**src/rtl/uart_mem_dump_pkg.sv**
```systemverilog
// Shared definitions for the BRAM-to-UART dump engine and its companion loader.
//   state_t      : dump state machine encoding
//   TRAILER_BYTE : end-of-image marker byte (loader looks for FF FF)
//   LOAD_BASE    : byte address where the loader starts writing images
package uart_mem_dump_pkg;

  typedef enum logic [2:0] {
    IDLE,
    READ,
    SEND_HI,
    SEND_LO,
    SEND_T0,
    SEND_T1,
    GAP,
    DONE
  } state_t;

  localparam logic [7:0] TRAILER_BYTE = 8'hFF;

  localparam int LOADER_ADDR_WIDTH = 10;
  localparam logic [LOADER_ADDR_WIDTH-1:0] LOAD_BASE = 10'h200;

endpackage

```
**src/rtl/uart_mem_dump_tx_byte_handshake.sv**
```systemverilog
// Single-byte handshake toward the UART transmitter.
//   sys_clk, rst_n : clock, synchronous active-low reset
//   data, valid    : byte offered by the state machine
//   tx_ready       : UART can take a byte this cycle
//   tx_data, tx_en : UART byte and one-cycle strobe
//   accepted       : the offered byte was handed over this cycle
// tx_en is combinational so the strobe lands in the same cycle the byte is
// offered; tx_data keeps showing the last handed-over byte between strobes.
module uart_mem_dump_tx_byte_handshake (
  input  logic       sys_clk,
  input  logic       rst_n,
  input  logic [7:0] data,
  input  logic       valid,
  input  logic       tx_ready,
  output logic [7:0] tx_data,
  output logic       tx_en,
  output logic       accepted
);

  logic       gap;
  logic [7:0] held;

  // The cycle right after a strobe is a forced gap, whatever tx_ready says.
  assign tx_en    = valid & tx_ready & ~gap;
  assign accepted = tx_en;
  assign tx_data  = tx_en ? data : held;

  always_ff @(posedge sys_clk) begin
    if (!rst_n) begin
      gap  <= 1'b0;
      held <= 8'h00;
    end else begin
      gap <= tx_en;
      if (tx_en) begin
        held <= data;
      end
    end
  end

endmodule

```
**src/rtl/uart_mem_dump.sv**
```systemverilog
// Dumps a block of 16-bit BRAM words over the UART, high byte first, with an
// optional FF FF trailer matching the loader's end marker.
//   sys_clk, rst_n         : clock, synchronous active-low reset
//   start                  : one-cycle request, honoured only in IDLE
//   start_addr, word_count : first byte address (forced even), words to send
//   busy, done             : transfer in progress / one-cycle completion pulse
//   mem_rd_addr            : BRAM byte read address (always even)
//   mem_rd_data            : BRAM read data, RD_LATENCY cycles after the address
//   tx_data, tx_en         : byte and strobe toward the UART
//   tx_ready               : UART able to accept a byte
module uart_mem_dump
  import uart_mem_dump_pkg::*;
#(
  parameter int ADDR_WIDTH = 10,
  parameter int RD_LATENCY = 1,
  parameter int TRAILER    = 1
) (
  input  logic                  sys_clk,
  input  logic                  rst_n,
  input  logic                  start,
  input  logic [ADDR_WIDTH-1:0] start_addr,
  input  logic [ADDR_WIDTH-1:0] word_count,
  output logic                  busy,
  output logic                  done,
  output logic [ADDR_WIDTH-1:0] mem_rd_addr,
  input  logic [15:0]           mem_rd_data,
  output logic [7:0]            tx_data,
  output logic                  tx_en,
  input  logic                  tx_ready
);

  localparam logic [1:0] RD_LAST = 2'(RD_LATENCY);
  localparam logic [ADDR_WIDTH-1:0] ONE = ADDR_WIDTH'(1);
  localparam logic [ADDR_WIDTH-1:0] TWO = ADDR_WIDTH'(2);

  state_t                state, state_d;
  state_t                ret, ret_d;
  logic [ADDR_WIDTH-1:0] addr, addr_d;
  logic [ADDR_WIDTH-1:0] cnt, cnt_d;
  logic [15:0]           word, word_d;
  logic [1:0]            rd_cnt, rd_cnt_d;
  logic [7:0]            byte_val;
  logic                  byte_vld;
  logic                  accepted;

  uart_mem_dump_tx_byte_handshake u_hs (
    .sys_clk  (sys_clk),
    .rst_n    (rst_n),
    .data     (byte_val),
    .valid    (byte_vld),
    .tx_ready (tx_ready),
    .tx_data  (tx_data),
    .tx_en    (tx_en),
    .accepted (accepted)
  );

  always_ff @(posedge sys_clk) begin
    if (!rst_n) begin
      state  <= IDLE;
      ret    <= IDLE;
      addr   <= '0;
      cnt    <= '0;
      word   <= 16'h0000;
      rd_cnt <= 2'd0;
    end else begin
      state  <= state_d;
      ret    <= ret_d;
      addr   <= addr_d;
      cnt    <= cnt_d;
      word   <= word_d;
      rd_cnt <= rd_cnt_d;
    end
  end

  always_comb begin
    state_d  = state;
    ret_d    = ret;
    addr_d   = addr;
    cnt_d    = cnt;
    word_d   = word;
    rd_cnt_d = 2'd0;
    byte_val = 8'h00;
    byte_vld = 1'b0;

    unique case (state)
      IDLE: begin
        if (start) begin
          addr_d = start_addr & ~ONE;
          cnt_d  = word_count;
          if (word_count != '0) begin
            state_d = READ;
          end else if (TRAILER != 0) begin
            state_d = SEND_T0;
          end else begin
            state_d = DONE;
          end
        end
      end

      // Address is held for RD_LATENCY+1 cycles; data is taken on the last.
      READ: begin
        if (rd_cnt == RD_LAST) begin
          word_d  = mem_rd_data;
          state_d = SEND_HI;
        end else begin
          rd_cnt_d = rd_cnt + 2'd1;
        end
      end

      SEND_HI: begin
        byte_val = word[15:8];
        byte_vld = 1'b1;
        if (accepted) begin
          ret_d   = SEND_LO;
          state_d = GAP;
        end
      end

      SEND_LO: begin
        byte_val = word[7:0];
        byte_vld = 1'b1;
        if (accepted) begin
          cnt_d  = cnt - ONE;
          addr_d = addr + TWO;
          if (cnt != ONE) begin
            ret_d   = READ;
            state_d = GAP;
          end else if (TRAILER != 0) begin
            ret_d   = SEND_T0;
            state_d = GAP;
          end else begin
            // DONE has tx_en low, so it doubles as the trailing gap.
            state_d = DONE;
          end
        end
      end

      SEND_T0: begin
        byte_val = TRAILER_BYTE;
        byte_vld = 1'b1;
        if (accepted) begin
          ret_d   = SEND_T1;
          state_d = GAP;
        end
      end

      SEND_T1: begin
        byte_val = TRAILER_BYTE;
        byte_vld = 1'b1;
        if (accepted) begin
          state_d = DONE;
        end
      end

      GAP: begin
        state_d = ret;
      end

      DONE: begin
        state_d = IDLE;
      end

      default: begin
        state_d = IDLE;
      end
    endcase
  end

  assign busy        = (state != IDLE) && (state != DONE);
  assign done        = (state == DONE);
  assign mem_rd_addr = addr;

endmodule

```
**config.mk**
```make
export PLATFORM = sky130hd
export DESIGN_NAME = uart_mem_dump
export DESIGN_NICKNAME = d
export VERILOG_FILES = /design/src/rtl/uart_mem_dump_pkg.sv /design/src/rtl/uart_mem_dump_tx_byte_handshake.sv /design/src/rtl/uart_mem_dump.sv
export SDC_FILE = /design/constraint.sdc
export NUM_CORES = 1
export LEC_CHECK = 0
export CAP_MARGIN = 0
export CORE_ASPECT_RATIO = 1.1
export CORE_MARGIN = 2
export CORE_UTILIZATION = 55
export DETAILED_ROUTE_END_ITERATION = 16
export PLACE_DENSITY = 0.88
export SYNTH_ARGS = -nofsm -noshare
export SYNTH_HDL_FRONTEND = slang
export SYNTH_HIERARCHICAL = 1
export SYNTH_SLANG_ARGS = --single-unit
export TNS_END_PERCENT = 10
```
**constraint.sdc**
```tcl
create_clock -name sys_clk -period 3.4 [get_ports sys_clk]
set_input_delay 0.85 -clock sys_clk [delete_from_list [all_inputs] [get_ports sys_clk]]
set_output_delay 0.85 -clock sys_clk [all_outputs]
set_load 0.02 [all_outputs]
```
=== Word-level counts from Yosys, hierarchy flattened ===
Cells that the tools add are included.

* Register bits: 53
* Logic and storage cells: 67
* Input bits: 40
* Output and inout bits: 21

* Reduce and logical (&&, ||, !) cells: 14
* Mux-type cells: 20
* Equality and inequality tests: 17
* Bitwise gates (word level): 5
* $add $sub $neg: 3

{| class="wikitable"
|+ Operators with widths
! operator !! number
|-
| 10-bit two-way mux || 4
|-
| 10-bit one-hot mux with 2 select lines || 2
|-
| 3-bit two-way mux || 9
|-
| 8-bit one-hot mux with 3 select lines || 1
|-
| 3-bit one-hot mux with 6 select lines || 1
|-
| 3-bit == test, second input constant || 4
|-
| 10-bit by 2-bit adder with 10-bit output, second input constant || 1
|-
| 10-bit by 1-bit != test with 1-bit output, second input constant || 1
|-
| 2-bit by 1-bit != test with 1-bit output, second input constant || 5
|-
| 10-bit nonzero test || 1
|-
| 10-bit by 1-bit subtractor with 10-bit output, second input constant || 1
|-
| 3-bit one-hot mux with 3 select lines || 1
|-
| 8-bit two-way mux || 1
|-
| 4-bit AND reduction || 2
|-
| 3-bit by 2-bit == test with 1-bit output, second input constant || 2
|-
| 3-bit nonzero test || 2
|-
| 3-bit OR reduction || 2
|-
| 2-bit != test, second input constant || 2
|-
| 4-bit OR reduction || 1
|-
| 3-bit by 1-bit == test with 1-bit output, second input constant || 1
|-
| 3-bit logical NOT || 1
|-
| 3-bit != test, second input constant || 1
|-
| 1-bit NOT || 3
|-
| 3-bit AND reduction || 1
|-
| other kinds (8) || 9
|}

=== Depth between registers and ports, before layout ===
Gate-level depths: netlist of run 1.

* Depth in word-level cells: 7
* Mapped depth: 12

=== By module ===
The synthesis of run 1 kept the hierarchy.

{| class="wikitable"
|+ Modules (own cells, without submodules)
! module !! times used !! area an instance (um2) !! cells an instance
|-
| uart_mem_dump || 1 || 2444.8 || 303
|-
| uart_mem_dump_tx_byte_handshake || 1 || 475.5 || 48
|}

=== Worst setup path after synthesis of run 1 ===
No wires, ideal clock.

* Path type: input port to output port
* Start: input port tx_ready
* End: output port tx_data[0]
* Path buffers: 1
* Path slack: 1.016 ns
* Stages on the path: 3
* Arrival: 1.534 ns
* Required time: 2.550 ns
* Path through: and3b_1 > buf_6 > mux2_2

* Cells in the longest elaborated chain, start to end: 3

{| class="wikitable"
|+ Ends and longest elaborated chain
! item !! line !! source
|-
| start: declaration || uart_mem_dump.sv:29 || <nowiki>input logic tx_ready</nowiki>
|-
| 1-bit bitwise AND (2 in series) || uart_mem_dump_tx_byte_handshake.sv:24 || <nowiki>assign tx_en = valid & tx_ready & ~gap;</nowiki>
|-
| 8-bit two-way mux || uart_mem_dump_tx_byte_handshake.sv:26 || <nowiki>assign tx_data = tx_en ? data : held;</nowiki>
|-
| end: declaration || uart_mem_dump.sv:27 || <nowiki>output logic [7:0] tx_data,</nowiki>
|}

Every way passes these cells.

=== Worst setup path after layout of run 1 ===
* Start: input port tx_ready
* End: output port tx_data[6]

Same word-level chain as after synthesis.

==> flow_summary.json, run 1 <==
{
  "cap_violations": 0,
  "synthesis.area_um2": 2920,
  "period_share": 0.938,
  "yosysMostFrequentCell": "nand2_1",
  "fin_util": 0.700,
  "outcome": "complete, no violations",
  "worst_pin_slew_ps": 1170,
  "slew_violations": 0,
  "drive_gt1_frac": 0.108,
  "synth-main-ff-cell": "dfxtp_1",
  "antenna_found_initial": 0,
  "cellPowerDensity_nw_per_um2": 606,
  "nFillCells": 400,
  "vias": 2693,
  "grt_pass1_wl_um": 10700,
  "ctsHoldBuffers": 0,
  "cts_tree": "done",
  "arrival_ps": 2340,
  "clock_path_buffers": 2,
  "fmax_ghz": 0.313,
  "syn_nets": 395,
  "cp.required_ps": 2550,
  "grt_usage": 0.226,
  "ys_top_cells_by_area": "dfxtp_1 36%, nand2_1 8.0%, mux2i_1 5.8%",
  "design_area_um2": 3550,
  "drtAntennaViolNets": 0,
  "ir_drop_mv": 0.423,
  "fp.dieW_um": 73.5,
  "yosysTopAreaCell": "dfxtp_1",
  "firstDrtPassIters": 4,
  "coreArea_um2": 5070,
  "grt_setup_unrepaired": "no",
  "relSlewSlack": 0.210,
  "root_buffer": "clkbuf_8",
  "hp-class": "flop to flop",
  "clock_latency_ps": 320,
  "syn_avg_cell_area_um2": 8.32,
  "p_leak_nw": 1.35,
  "final-hold-violation-count": 0,
  "rows": 27,
  "start_util": 0.576,
  "diodes": 0,
  "ys_warn_count": 6,
  "placed_area_um2": 3470,
  "avgViaCountPerCell": 5.88,
  "grt_max_degree": 22,
  "synth_edf_count": 0,
  "gp_congestion": 0.868,
  "post-cts-setup-buffers": 0,
  "critPathMaxFanout": 15,
  "synthArstFlopShare": 0,
  "crit_path_start_kind": "input port",
  "setup.worst_path.end_class": "output port",
  "die_y_um": 80.4,
  "wl_per_cell_um": 14.2,
  "clk_pin_slew_worst_paths_ps": 100,
  "drc": 0,
  "htree_levels": 2,
  "netlist_instances": 351,
  "cts_resized": 8,
  "path_class": "input port to output port",
  "setup_tns_ps": 0,
  "dp_hpwl_um": 4670,
  "cts.sinks": 52,
  "syn_to_final_growth_pct": 21.5,
  "final_nets": 443,
  "dieArea_um2": 5910,
  "cts_buffers": 5,
  "ios": 61,
  "fin_skew_ps": 17.4,
  "synth.distinct_cells": 60,
  "drt_wl_total_um": 6520,
  "synthTopCellsByCount": "62 x nand2_1, 52 x dfxtp_1, 32 x a21oi_1",
  "grt_overflow": 0,
  "synth_seq_cells": 52,
  "first_iter_violations": 215,
  "io_buffer_count": 58,
  "final.min_clock_period_ps": 3190,
  "setup_viol": 0,
  "synth_top_area_share": 0.356,
  "grt_pass1_vias": 2462,
  "ys_seq_area_frac": 0.356
}
cells by family after synthesis:
kind of cell,share of synthesized area
and+or+nand+nor,0.224
other,0.00128
buffers and inverters,0.0818
AOI/OAI and AO/OA,0.227
muxes,0.0930
adders and majority gates,0.0171
DFF,0.356
metal layers:
| layer | vias to the layer above | track usage | share of wire |
|---|---|---|---|
| li1 | 1343 | - | - |
| met1 | 1247 | 0.276 | 0.43 |
| met2 | 93 | 0.385 | 0.50 |
| met3 | 10 | 0.0464 | 0.053 |
| met4 | 0 | 0.0855 | 0.016 |
| met5 | - | 0 | 0 |
where the power goes:
part | total, mW | internal (mW) | switching, mW
Clock | 0.365 | 0.148 | 0.217
Combinational | 0.962 | 0.430 | 0.532
Sequential | 0.822 | 0.709 | 0.113
final cells by class:
class	count	area (um^2)	area share
clock inverter	3	22.5	0.00635
timing repair buffer	70	673	0.190
inverter	8	30.0	0.00846
clock buffer	5	68.8	0.0194
sequential	52	1040	0.293
tap	58	72.6	0.0205
multi-input combinational	262	1640	0.462
registers in the layout (all words and copies together) (netlist names):
signal       count
u_hs/gap         1
word            16
ret              3
cnt             10
rd_cnt           2
mem_rd_addr      9
state            3
u_hs/held        8
path summary, 6_finish.rpt:
kind                               from                     endpoint  slack [ps]  cells after the start
setup / recovery               tx_ready                   tx_data[6]         210                      5
hold / removal     rd_cnt[0]$_SDFF_PP0_         rd_cnt[0]$_SDFF_PP0_         430                      1
setup reg to reg  state[0]$_SDFFE_PN0P_  mem_rd_addr[4]$_SDFFE_PN0P_         680                      4
hold reg to reg    rd_cnt[0]$_SDFF_PP0_         rd_cnt[0]$_SDFF_PP0_         430                      1
cells in the final DEF, fill, tap and decap left out, drive strengths merged, types with 5 or more instances in the layout:
master and count:
o21ai 27, mux2i 17, o211ai 7, nor3 5, buf 12, nand2b 5, inv 9, nand3 5
dlygate4sd2 8, clkdlybuf4s50 50, clkbuf 5, nor2 21, a21oi 34, a31oi 5, dfxtp 52, nand2 62
mux2 9
metrics by stage:
stage	hold WS [ps]	setup WS, ps	instances	power, mW
floorplan	398	1020	351	1.54
global placement	406	3.18	450	1.77
detailed placement	416	-28.3	450	1.80
CTS	430	196	458	2.15
global route	458	132	458	2.28
finish	430	210	458	2.15
worst max-delay path, cell delays in order:
cell             delay (ps)
clkdlybuf4s50_1         450
and3b_1                 220
buf_12                  160
mux2_2                  330
dlygate4sd2_1           320
Power figures use the tool's default switching activity.
==> inputs of run 2 (changes only) <==
--- a/config.mk
+++ b/config.mk
@@ -11,6 +11,7 @@
 export CORE_UTILIZATION = 55
 export DETAILED_ROUTE_END_ITERATION = 16
 export PLACE_DENSITY = 0.88
+export SKIP_LAST_GASP = 1
 export SYNTH_ARGS = -nofsm -noshare
 export SYNTH_HDL_FRONTEND = slang
 export SYNTH_HIERARCHICAL = 1
==> run 2 against run 1 <==
Net effect:
- the run now ends with setup timing left
- critical path depth unchanged
- die area did not move
- critical endpoint is now tx_data[4]
- setup slack lost 220 ps
- critical path type unchanged
==> flow_summary.json, run 2 (synthesized netlist as in run 1, its figures left out) <==
{
  "outcome": "finished, violations left",
  "violations": "setup timing",
  "setup_ws_ps": -13.0,
  "fp.dieW_um": 73.5,
  "io_buffer_count": 58,
  "gp_congestion": 0.868,
  "antenna_found_initial": 0,
  "largest_reg_flops": 16,
  "p_leak_nw": 1.33,
  "r2r_start": "state[0]$_SDFFE_PN0P_",
  "die_y_um": 80.4,
  "ir_drop_mv": 0.422,
  "crit_path_end": "tx_data[4]",
  "crit_chain": "clkdlybuf4s50_1 -> and3b_1 -> buf_12 -> mux2_2 -> clkdlybuf4s50_1",
  "hp-class": "flop to flop",
  "final_nets": 443,
  "drtAntennaViolNets": 0,
  "fin_skew_ps": 17.1,
  "drc": 0,
  "critPathBufInv": 3,
  "first_iter_violations": 214,
  "worst_path_most_repeated_cell": "clkdlybuf4s50_1",
  "vias": 2688,
  "arrival_ps": 2560,
  "htree_levels": 2,
  "grt_overflow": 0,
  "start_util": 0.576,
  "cp.required_ps": 2550,
  "grt_pass1_vias": 2462,
  "crit_path_start_kind": "input port",
  "syn_to_final_growth_pct": 21.9,
  "ios": 61,
  "path_delay_family": "buffers and inverters",
  "firstDrtPassIters": 5,
  "fin_util": 0.702,
  "period_share": 1.00,
  "dp_hpwl_um": 4670,
  "gr-max-usage-layer": "met2",
  "cts_tree": "done",
  "dieArea_um2": 5910,
  "avgViaCountPerCell": 5.87,
  "grt_setup_unrepaired": "yes",
  "cap_violations": 0,
  "finalNonFillerCells": 458,
  "root_buffer": "clkbuf_8",
  "nFillCells": 398,
  "crit_slowest_cell": "clkdlybuf4s50_1",
  "regToRegSetupSlack_ps": 700,
  "p_comb_frac": 0.450,
  "drive_gt1_frac": 0.108,
  "clk_pin_slew_worst_paths_ps": 100,
  "worst_pin_slew_ps": 1160,
  "clock_path_buffers": 2,
  "setup_tns_ps": -48.1,
  "ctsHoldBuffers": 0,
  "pre_cts_slack_ps": -28.3,
  "met3_usage": 0.0464,
  "max_stage_delay_ps": 540,
  "slew_violations": 0,
  "cellPowerDensity_nw_per_um2": 606,
  "grt_usage": 0.226,
  "diodes": 0,
  "grt_pass1_wl_um": 10700,
  "drt_wl_total_um": 6520,
  "path_class": "input port to output port",
  "final-hold-violation-count": 0,
  "pwr-share-seq": 0.382,
  "gr-usage-met2": 0.385,
  "worst_r2r_path_depth": 4,
  "holdWs_ps": 431,
  "relSlewSlack": 0.218,
  "largest-register": "word",
  "rows": 27,
  "critPathLaunch": "tx_ready",
  "switchingPower_uw": 863,
  "clock_latency_ps": 310,
  "final_common_cell": "nand2_1",
  "place_inst": 450,
  "final_cell_mix": "62 x nand2_1, 56 x clkdlybuf4s50_1, 52 x dfxtp_1, 32 x a21oi_1, 21 x nor2_1",
  "use_met1": 0.276,
  "cts.sinks": 52,
  "p_clk_frac": 0.169,
  "coreArea_um2": 5070,
  "critPathMaxFanout": 15,
  "wl_per_cell_um": 14.2,
  "p_int_mw": 1.29,
  "cts_buffers": 5,
  "r2r-end": "mem_rd_addr[4]$_SDFFE_PN0P_",
  "setup.worst_path.end_class": "output port",
  "fmax_ghz": 0.293,
  "setup_viol": 6,
  "path_depth": 5,
  "switching_share": 0.400,
  "final.min_clock_period_ps": 3410,
  "grt_max_degree": 22
}
## run 2: what timing repair did
action	in CTS	in global routing
buffers inserted	0	0
cloned	0	0
gates resized for setup	1	1
setup endpoints to repair	8	7
## run 2: worst min-delay path by stage
stage / endpoint / from / depth (start not counted)
3_3_place_gp: rd_cnt[0]$_SDFF_PP0_ / rd_cnt[0]$_SDFF_PP0_ / 1
2_1_floorplan: rd_cnt[0]$_SDFF_PP0_ / rd_cnt[0]$_SDFF_PP0_ / 1
5_1_grt: rd_cnt[0]$_SDFF_PP0_ / rd_cnt[0]$_SDFF_PP0_ / 1
6_report: rd_cnt[0]$_SDFF_PP0_ / rd_cnt[0]$_SDFF_PP0_ / 1
3_5_place_dp: rd_cnt[0]$_SDFF_PP0_ / rd_cnt[0]$_SDFF_PP0_ / 1
4_1_cts: rd_cnt[0]$_SDFF_PP0_ / rd_cnt[0]$_SDFF_PP0_ / 1
## run 2: metrics by stage
step / cell area [um^2] / total power, mW
finish: 3560 / 2.16
global route: 3560 / 2.29
CTS: 3560 / 2.15
detailed placement: 3470 / 1.80
global placement: 3470 / 1.77
floorplan: 2920 / 1.54
## run 2: worst register-to-register path: cells and delay by family (launching register included)
| family | cells | cell delay (ps) |
|---|---|---|
| AO/OA/AOI/OAI | 2 | 1310 |
| flip-flops | 1 | 540 |
| AND/OR/NAND/NOR | 1 | 480 |
| buffers and inverters | 1 | 280 |
## run 2: area by class of cell
type / count / area [um^2] / share of cell area
tap: 58 / 72.6 / 0.0204
multi-input combinational: 262 / 1640 / 0.461
clock inverter: 3 / 22.5 / 0.00633
clock buffer: 5 / 68.8 / 0.0193
timing repair buffer: 70 / 684 / 0.192
inverter: 8 / 30.0 / 0.00844
sequential: 52 / 1040 / 0.292
## run 2: power groups by stage
stage | clock, mW | sequential [mW] | combinational, mW
2_1_floorplan | 0 | 0.829 | 0.716
3_3_place_gp | 0 | 0.827 | 0.942
3_5_place_dp | 0 | 0.834 | 0.963
4_1_cts | 0.368 | 0.820 | 0.965
5_1_grt | 0.397 | 0.837 | 1.06
6_report | 0.364 | 0.823 | 0.970
## run 2: per-layer routing
metal	vias up	wire length, um
met5	-	0
met1	1232	2820
li1	1345	-
met2	99	3220
met4	0	130
met3	12	343
==> inputs of run 3 (changes only) <==
--- a/config.mk
+++ b/config.mk
@@ -8,9 +8,10 @@
 export CAP_MARGIN = 0
 export CORE_ASPECT_RATIO = 1.1
 export CORE_MARGIN = 2
-export CORE_UTILIZATION = 55
+export CORE_UTILIZATION = 51
+export CTS_CLUSTER_SIZE = 30
 export DETAILED_ROUTE_END_ITERATION = 16
-export PLACE_DENSITY = 0.88
+export PLACE_DENSITY = 0.83
 export SKIP_LAST_GASP = 1
 export SYNTH_ARGS = -nofsm -noshare
 export SYNTH_HDL_FRONTEND = slang
==> constraint.sdc (replaced) <==
create_clock -name sys_clk -period 3.8 [get_ports sys_clk]
set_input_delay 0.95 -clock sys_clk [delete_from_list [all_inputs] [get_ports sys_clk]]
set_output_delay 0.95 -clock sys_clk [all_outputs]
set_load 0.02 [all_outputs]
==> run 3 against run 2 <==
Net effect:
- the flow now finishes without violations
- non-clock buffer count fell by 4
- register-to-register slack improved by 520 ps
- wire length grew 0.58%
- clock skew down 8.4 ps
==> flow_summary.json, run 3 (synthesized netlist as in run 1, its figures left out) <==
{
  "path_class": "input port to output port",
  "drt_wl_total_um": 6560,
  "avgViaCountPerCell": 5.63,
  "cp.required_ps": 2850,
  "cts_resized": 0,
  "crit_path_start_kind": "input port",
  "ir_drop_mv": 0.257,
  "setup.worst_path.end_class": "output port",
  "htree_levels": 2,
  "pre_cts_slack_ps": 195,
  "gp_congestion": 0.882,
  "cellPowerDensity_nw_per_um2": 583,
  "syn_to_final_growth_pct": 23.9,
  "place_inst": 463,
  "cap_violations": 0,
  "finalNonFillerCells": 471,
  "fin_skew_ps": 8.69,
  "start_util": 0.534,
  "diodes": 0,
  "outcome": "complete, no violations",
  "ctsHoldBuffers": 0,
  "first_iter_violations": 194,
  "largest_reg_flops": 16,
  "cts_tree": "done",
  "grt_usage": 0.210,
  "coreArea_um2": 5470,
  "dieArea_um2": 6350,
  "clock_latency_ps": 310,
  "rows": 28,
  "relSlewSlack": 0.327,
  "vias": 2651,
  "setup_viol": 0,
  "dp_hpwl_um": 4540,
  "wl_per_cell_um": 13.9,
  "slew_violations": 0,
  "final.min_clock_period_ps": 3590,
  "ios": 61,
  "cts.sinks": 52,
  "p_leak_nw": 1.32,
  "final_cell_mix": "62 x nand2_1, 58 x clkdlybuf4s50_1, 52 x dfxtp_1, 32 x a21oi_1, 21 x nor2_1",
  "grt_max_degree": 40,
  "drtAntennaViolNets": 0,
  "fmax_ghz": 0.278,
  "die_y_um": 83.4,
  "io_buffer_count": 58,
  "final-hold-violation-count": 0,
  "cts_buffers": 5,
  "setup_tns_ps": 0,
  "drc": 0,
  "clock_path_buffers": 2,
  "setup_ws_ps": 206,
  "grt_pass1_vias": 2498,
  "largest-register": "word",
  "grt_overflow": 0,
  "antenna_found_initial": 0,
  "post-cts-setup-buffers": 0,
  "firstDrtPassIters": 5,
  "worst_pin_slew_ps": 1000,
  "final_common_cell": "nand2_1",
  "arrival_ps": 2640,
  "grt_setup_unrepaired": "no",
  "fp.dieW_um": 76.2,
  "clk_pin_slew_worst_paths_ps": 100,
  "grt_pass1_wl_um": 11000,
  "final_nets": 439,
  "period_share": 0.946,
  "hp-class": "flop to flop",
  "drive_gt1_frac": 0.0985,
  "root_buffer": "clkbuf_8",
  "critPathMaxFanout": 14
}
==> run 3: cell count changes in the layout (fill, tap and decap cells not counted), sizes merged <==
cell | previous run | this run
dlygate4sd2 | 1 | 0
inv | 9 | 8
bufinv | 0 | 3
dlymetal6s2s | 1 | 0
clkinv | 2 | 0
buf | 12 | 8
clkdlybuf4s50 | 56 | 58
==> run 3: cell type report <==
| cell class | count | area (um^2) |
|---|---|---|
| fill | 460 | 1850 |
| clock buffer | 5 | 68.8 |
| sequential | 52 | 1040 |
| timing repair buffer | 66 | 653 |
| tap | 75 | 93.8 |
| inverter | 8 | 30.0 |
| multi-input combinational | 262 | 1640 |
| clock inverter | 3 | 90.1 |
==> run 3: routing by layer <==
layer / up-vias / track usage / part of all wire / wire length, um
met1: 1222 / 0.253 / 0.43 / 2840
met3: 18 / 0.0337 / 0.048 / 317
met5: - / 0 / 0 / 0
met2: 83 / 0.364 / 0.49 / 3200
met4: 0 / 0.0975 / 0.031 / 202
li1: 1328 / - / - / -
==> run 3: worst paths after layout <==
path | cells after the start | start | endpoint | slack (ps)
hold / removal | 1 | rd_cnt[0]$_SDFF_PP0_ | rd_cnt[0]$_SDFF_PP0_ | 430
hold reg to reg | 1 | rd_cnt[0]$_SDFF_PP0_ | rd_cnt[0]$_SDFF_PP0_ | 430
setup reg to reg | 11 | state[2]$_SDFFE_PN0P_ | mem_rd_addr[4]$_SDFFE_PN0P_ | 1220
setup / recovery | 5 | tx_ready | tx_data[6] | 210
==> run 3: stage by stage <==
stage | cell area (um^2) | hold WS, ps | total power, mW | utilization
final | 3620 | 430 | 2.11 | 0.662
after global routing | 3620 | 453 | 2.23 | 0.662
after CTS | 3620 | 430 | 2.11 | 0.662
after detailed placement | 3460 | 416 | 1.60 | 0.633
after global placement | 3460 | 406 | 1.58 | 0.633
after floorplan | 2920 | 398 | 1.38 | -
==> run 3: where the power goes <==
group          leakage [nW]  internal [mW]  switching, mW
Sequential            0.423          0.634         0.0956
Clock                0.0784          0.329          0.183
Combinational         0.819          0.383          0.486
Total                  1.32           1.35          0.764
==> run 3: worst max-delay path: stages <==
cell	delay, ps
clkdlybuf4s50_1	450
and3b_1	210
buf_12	160
mux2_2	340
clkdlybuf4s50_1	540
